==> config.mk <==
export PLATFORM = sky130hd
export DESIGN_NAME = axi_packetizer
export DESIGN_NICKNAME = d
export VERILOG_FILES = /design/src/rtl/axi_packetizer.sv
export SDC_FILE = /design/constraint.sdc
export NUM_CORES = 1
export LEC_CHECK = 0
export CORE_MARGIN = 2
export CORE_UTILIZATION = 48
export CTS_CLUSTER_DIAMETER = 100
export DETAILED_ROUTE_END_ITERATION = 10
export HOLD_SLACK_MARGIN = 0.12
export MAX_ROUTING_LAYER = met4
export PLACE_DENSITY = 0.79
export SLEW_MARGIN = 0
export SYNTH_ARGS = -nofsm -noshare
export SYNTH_HDL_FRONTEND = slang
export SYNTH_SLANG_ARGS = --single-unit
==> constraint.sdc <==
create_clock -name clk -period 4.6 [get_ports clk]
set_input_delay 0.92 -clock clk [delete_from_list [all_inputs] [get_ports clk]]
set_output_delay 0.92 -clock clk [all_outputs]
set_load 0.005 [all_outputs]
==> src/rtl/axi_packetizer.sv <==
// axi_packetizer: cuts a 32-bit sample stream into packets of programmable length with tlast.
// Ports: clk; reset (sync, active-low); clear (sync soft clear, keeps counters);
//        pkt_len (beats per packet, 0 selects DEFAULT_LEN, sampled at packet start);
//        i_t* input stream; o_t* registered output stream behind a 2-entry skid buffer;
//        short_pkt pulses when i_tlast closes a packet early;
//        pkt_count/short_count statistics, built only with AXI_PACKETIZER_STATS_EN (else tied to 0).
module axi_packetizer #(
    parameter int WIDTH       = 32,
    parameter int LEN_W       = 16,
    parameter int DEFAULT_LEN = 48
) (
    input  logic             clk,
    input  logic             reset,
    input  logic             clear,
    input  logic [LEN_W-1:0] pkt_len,
    input  logic [WIDTH-1:0] i_tdata,
    input  logic             i_tlast,
    input  logic             i_tvalid,
    output logic             i_tready,
    output logic [WIDTH-1:0] o_tdata,
    output logic             o_tlast,
    output logic             o_tvalid,
    input  logic             o_tready,
    output logic             short_pkt,
    output logic [31:0]      pkt_count,
    output logic [31:0]      short_count
);
    localparam logic [0:0] S_IDLE = 1'b0;
    localparam logic [0:0] S_PKT  = 1'b1;
    logic [0:0]       state;
    logic [LEN_W-1:0] len_q;
    logic [LEN_W-1:0] beat_cnt;
    logic [LEN_W-1:0] cur_len;
    logic [LEN_W:0]   beat_num;
    logic [WIDTH-1:0] skid_data;
    logic             skid_last;
    logic             skid_valid;
    logic             acc;
    logic             emit_last;
    logic             out_free;
    // A beat dropped by clear is never counted as accepted.
    assign acc       = reset & ~clear & i_tvalid & i_tready;
    // In S_IDLE the incoming beat is beat 1 of a new packet with the freshly sampled length.
    assign cur_len   = (state == S_IDLE) ? ((pkt_len == '0) ? LEN_W'(DEFAULT_LEN) : pkt_len) : len_q;
    assign beat_num  = (state == S_IDLE) ? (LEN_W+1)'(1) : {1'b0, beat_cnt} + 1'b1;
    assign emit_last = i_tlast | (beat_num == {1'b0, cur_len});
    assign short_pkt = acc & i_tlast & (beat_num < {1'b0, cur_len});
    assign out_free  = ~o_tvalid | o_tready;
    always_ff @(posedge clk) begin
        if (!reset || clear) begin
            state      <= S_IDLE;
            len_q      <= '0;
            beat_cnt   <= '0;
            o_tvalid   <= 1'b0;
            o_tdata    <= '0;
            o_tlast    <= 1'b0;
            skid_valid <= 1'b0;
            skid_data  <= '0;
            skid_last  <= 1'b0;
            i_tready   <= reset;
        end else begin
            if (acc) begin
                state    <= emit_last ? S_IDLE : S_PKT;
                beat_cnt <= beat_num[LEN_W-1:0];
                if (state == S_IDLE) len_q <= cur_len;
            end
            // Output register refills from the skid entry first to keep beat order.
            if (out_free) begin
                o_tvalid   <= skid_valid | acc;
                skid_valid <= 1'b0;
                if (skid_valid) begin
                    o_tdata <= skid_data;
                    o_tlast <= skid_last;
                end else if (acc) begin
                    o_tdata <= i_tdata;
                    o_tlast <= emit_last;
                end
            end else if (acc) begin
                skid_valid <= 1'b1;
                skid_data  <= i_tdata;
                skid_last  <= emit_last;
            end
            i_tready <= out_free | ~(skid_valid | acc);
        end
    end
`ifdef AXI_PACKETIZER_STATS_EN
    always_ff @(posedge clk) begin
        if (!reset) begin
            pkt_count   <= '0;
            short_count <= '0;
        end else begin
            if (o_tvalid && o_tready && o_tlast) pkt_count <= pkt_count + 1'b1;
            if (short_pkt) short_count <= short_count + 1'b1;
        end
    end
`else
    assign pkt_count   = '0;
    assign short_count = '0;
`endif
endmodule

* Word-level counts from Yosys, hierarchy flattened
Index checks and enable logic that the tools add are counted.
** Operators by class
- Mux-type cells :: 9
- Div/mod/pow operators :: 0
- Multiply operators :: 0
- Add/subtract/negate cells :: 1
- Shift operators :: 0
- Bitwise operators :: 14
- $lt $le $gt $ge :: 1
- Reductions and logical operators :: 8
- Equal/unequal tests :: 1
** Operators by type and width (number)
- 2-to-1 mux 32 bit :: 2
- 2-to-1 mux 16 bit :: 2
- adder 16 x 1 -> 17 bit (second input constant) :: 1
- == test 17 x 16 -> 1 bit :: 1
- < comparator 17 x 16 -> 1 bit :: 1
- 2-to-1 mux 17 bit :: 1
- logical NOT 16 bit :: 1
- AND reduction 2 bit :: 3
- AND 1 bit :: 5
- NOT 1 bit :: 5
- 2-to-1 mux 1 bit :: 4
- bitwise OR 1 bit :: 4
- nonzero test 2 bit :: 1
- OR reduction 2 bit :: 1
- logical NOT 1 bit :: 1
- logical OR 1 bit :: 1
** Storage, ports and cells
- Bits in writable memories :: 0
- Bits of input ports :: 54
- ROM bits :: 0
- Flip-flop bits (word level) :: 102
- Bits in latches :: 0
- Memories kept :: 0

* Depth between registers and ports, before layout
- Depth in word-level cells :: 8
- Depth in mapped cells :: 11
- Depth with buffers taken out :: 10

* Worst setup path before layout
Ideal clock, no wire load.
- Path type :: register -> output
- Start point :: register beat_cnt[0]
- End point :: output short_pkt
- Path buffers :: 1
- Data arrival time :: 2.879 ns
- Path slack :: 0.801 ns
- Stages on the path, launching flop included :: 11
- Data required time :: 3.680 ns
- Path through :: dfxtp_1 -> ha_1 -> nand3_2 -> or4_1 -> buf_2 -> or3_1 -> a21oi_1 -> ha_1 -> a21o_1 -> a2111oi_0 -> o2111a_1
** On the way
- Word-level cells in the longest chain between the ends :: 4
** RTL lines
- start, declared :: RTL line 32 : logic [LEN_W-1:0] beat_cnt;
- start signal, assigned :: RTL line 64 : beat_cnt <= beat_num[LEN_W-1:0];
- adder 16 x 1 -> 17 bit :: RTL line 45 : assign beat_num = (state == S_IDLE) ? (LEN_W+1)'(1) : {1'b0, beat_cnt} + 1'b1;
- 2-to-1 mux 17 bit :: RTL line 45
- net beat_num[14] :: RTL line 34 : logic [LEN_W:0] beat_num;
- < comparator 17 x 16 -> 1 bit :: RTL line 47 : assign short_pkt = acc & i_tlast & (beat_num < {1'b0, cur_len});
- AND 1 bit :: RTL line 47
- end, declared :: RTL line 24 : output logic short_pkt,
The timed path passes the listed nets, and every way through them passes these cells.

* Final worst setup path
- Start point :: input pkt_len[0]
- End point :: output short_pkt
** On the way
- Word-level cells in the longest chain between the ends :: 5
** RTL lines
- start, declared :: RTL line 15 : input logic [LEN_W-1:0] pkt_len,
- logical NOT 16 bit :: RTL line 44 : assign cur_len = (state == S_IDLE) ? ((pkt_len == '0) ? LEN_W'(DEFAULT_LEN) : pkt_len) : len_q;
- 2-to-1 mux 16 bit (*) (2 in series) :: RTL line 44
- < comparator 17 x 16 -> 1 bit (*) :: RTL line 47
- AND 1 bit (*) :: RTL line 47
Every way passes the cells marked *; elsewhere a longest branch is shown, timed or not.

==> impl_metrics.py <==
metrics = {
    "status": {
        "status": "finished clean",
    },
    "worst_setup_path": {
        "cp.required_ps": 3680,
        "max_stage_delay_ps": 470,
        "startpoint": "pkt_len[0]",
        "r2r-start": "beat_cnt[1]",
        "r2r_slack_ps": 1350,
        "r2r_end": "o_tlast",
        "cp-endpoint": "short_pkt",
        "crit_type": "in2out",
        "slowest_stage": "clkdlybuf4s50_1",
        "path_max_fanout": 3,
        "crit_top_cell": "buf_4",
        "worst_setup_path_end_kind": "output pin",
        "critPathLaunchType": "input port",
        "cp.arrival_ps": 3510,
        "reg2regPathDepth": 11,
        "path_cells": "clkdlybuf4s50_1 -> nor4_4 -> a41oi_2 -> buf_4 -> buf_4 -> a22oi_1 -> ha_1 -> nand4_1 -> or2_2 -> o2111a_1 -> dlygate4sd2_1",
    },
    "clock_tree": {
        "clockBufferDepth": 2,
        "insertion_delay_ps": 370,
        "path_clk_slew_ps": 100,
        "htree_num_levels": 3,
        "cts_tree": "done",
        "ctsHoldBuffers": 0,
        "root_buffer": "clkbuf_8",
        "clock_sinks": 102,
        "numCtsBuffers": 9,
    },
    "sta": {
        "max_freq_mhz": 226,
        "finClkSkew_ps": 15.5,
        "finalCritPeriodShare": 0.964,
        "maxSlewViolCount": 0,
        "worstMarginPinSlew_ps": 1040,
        "maxSlewHeadroom": 0.304,
        "rsz0062_at_grt": "false",
        "hold_ws_ps": 459,
        "finalSetupViolCount": 0,
        "tns_ps": 0,
        "final_hold_viol_count": 0,
        "layout_min_cycle_time_ps": 4430,
    },
    "grt": {
        "grt_first_pass_wirelength_um": 20600,
        "gr-total-overflow": 0,
        "grt_pass1_vias": 4398,
        "track_usage": 0.224,
        "grt_start_max_net_pins": 53,
        "antenna_found_initial": 0,
    },
    "synth": {
        "synth_cells": 640,
        "synth-xor-area-share": 0.0183,
        "synth-adder-area-share": 0.0403,
        "synth-seq-cells": 102,
        "synth_warnings": 0,
        "synthMuxAreaShare": 0.0837,
        "yosys.area.top_type": "dfxtp_1",
        "synth_simple_gate_area_frac": 0.182,
        "postSynthAreaPerCell_um2": 8.24,
        "synth-seq-area-share": 0.387,
        "synth_ff_type": "dfxtp_1",
        "synth_top_cell_area_share": 0.387,
        "synth_top_family_by_area": "simple AND/OR/NAND/NOR gates",
        "synth.distinct_cells": 53,
        "synth_edf_count": 0,
        "syn-cell-area_mm2": 0.00528,
        "synth_area_leaders": "dfxtp_1, buf_4, nand2_1, mux2i_1, a21oi_1",
        "synthArstFlopShare": 0,
        "synth_compound_area_frac": 0.163,
    },
    "floorplanning": {
        "initial_core_util": 0.489,
        "die_h_um": 109,
        "die_width_um": 109,
        "fp-row-count": 38,
        "core-area_mm2": 0.0108,
        "dieArea_mm2": 0.0118,
        "ioPinCount": 154,
    },
    "placed_design": {
        "hpwl_um": 9060,
        "dp.cells": 860,
        "gp_congestion": 0.919,
        "io_buffers": 89,
    },
    "layout": {
        "mostFrequentLayoutCell": "nand2_1",
        "final_nets": 803,
        "area_growth_pct": 22.4,
        "fin_cells": 877,
        "num_antenna_cells": 0,
        "layout-drive-gt1-share": 0.0923,
        "layout_common_cells": "nand2_1, dfxtp_1, clkdlybuf4s50_1",
    },
    "detailed_routing": {
        "routed_via_density": 5.27,
        "ant_nets": 0,
        "drt_iter0_drc": 283,
        "firstDrtPassIters": 5,
        "drc": 0,
        "routed_wl_um": 12800,
        "wl_per_cell_um": 14.6,
        "vias": 4618,
    },
    "min_path": {
        "hp-class": "reg2reg",
    },
    "power_and_ir_drop": {
        "p_per_area_mw_per_mm2": 247,
        "ir_drop_mv": 0.187,
        "leakagePower_nw": 2.23,
    },
    "flow_run": {
        "drv_cap": 0,
    },
}
-- stage by stage --
stage | instance area [µm²] | setup slack [ps] | total power, mW | util
2_1_floorplan | 5510 | 801 | 1.02 | -
3_3_place_gp | 6200 | -46.3 | 1.08 | 0.575
3_5_place_dp | 6200 | -192 | 1.08 | 0.575
4_1_cts | 6440 | 182 | 1.61 | 0.597
5_1_grt | 6460 | 24.6 | 1.67 | 0.598
6_report | 6460 | 166 | 1.60 | 0.598
-- where the power goes --
part / switching [mW] / leakage (nW) / internal, mW / total (mW)
combinational: 0.0882 / 1.32 / 0.0839 / 0.172
clock: 0.327 / 0.0858 / 0.205 / 0.533
sequential: 0.00417 / 0.824 / 0.889 / 0.893
-- worst max-delay path: cells and delay by family --
family,cells,cell delay [ps]
AO/OA/AOI/OAI,3,620
adder cells (fa/ha/maj),1,190
buffers and inverters,4,1040
AND/OR/NAND/NOR,3,740
-- metal layers --
metal	track usage	up-vias	share of wire
met5	-	-	0
met4	0.0788	0	0.020
met3	0.0406	19	0.057
met2	0.379	146	0.49
met1	0.268	2169	0.43
li1	-	2284	-
-- cells in the mapped netlist (all sizes together), types with 8 or more instances --
master / number
nand4: 8
mux2i: 43
o21ai: 15
a21oi: 58
nand2: 115
nand3: 12
nor2: 52
inv: 9
dfxtp: 102
clkbuf: 30
buf: 71
ha: 17
a211oi: 33
-- flip-flops by register name (all words and copies together), names as in the netlist --
register	cells
o_tdata	32
skid_data	32
beat_cnt	16
len_q	16
i_tready	1
o_tlast	1
o_tvalid	1
skid_last	1
skid_valid	1
state	1
-- cells by family after synthesis --
group | Yosys count
buffers and inverters | 110
AND/OR/NAND/NOR | 220
adder cells (fa/ha/maj) | 17
AO/OA/AOI/OAI | 135
multiplexers | 44
other | 1
XOR/XNOR | 11
flip-flops | 102
-- area by class of cell --
class	instances	area [µm²]
Clock inverter	6	57.6
Multi-Input combinational cell	491	2890
Sequential cell	102	2040
Clock buffer	10	128
Inverter	9	33.8
Tap cell	140	175
Fill cell	960	4330
Timing Repair Buffer	119	1130
-- worst min-delay path by stage --
| stage | cells after the start | to | slack, ps | startpoint |
|---|---|---|---|---|
| 2_1_floorplan | 2 | len_q[0] | 430 | len_q[0] |
| 3_3_place_gp | 2 | skid_data[1] | 440 | skid_data[1] |
| 3_5_place_dp | 2 | skid_data[4] | 450 | skid_data[4] |
| 4_1_cts | 2 | skid_data[16] | 460 | skid_data[16] |
| 5_1_grt | 2 | skid_data[15] | 480 | skid_data[15] |
| 6_report | 2 | skid_data[15] | 460 | skid_data[15] |
-- timing repair --
item / in CTS / in global routing
endpoints found under the setup margin: 1 / 1
setup buffers: 1 / 0
resized for setup: 13 / 3
pin swaps: 7 / 4
Power figures use the tool's default switching activity.
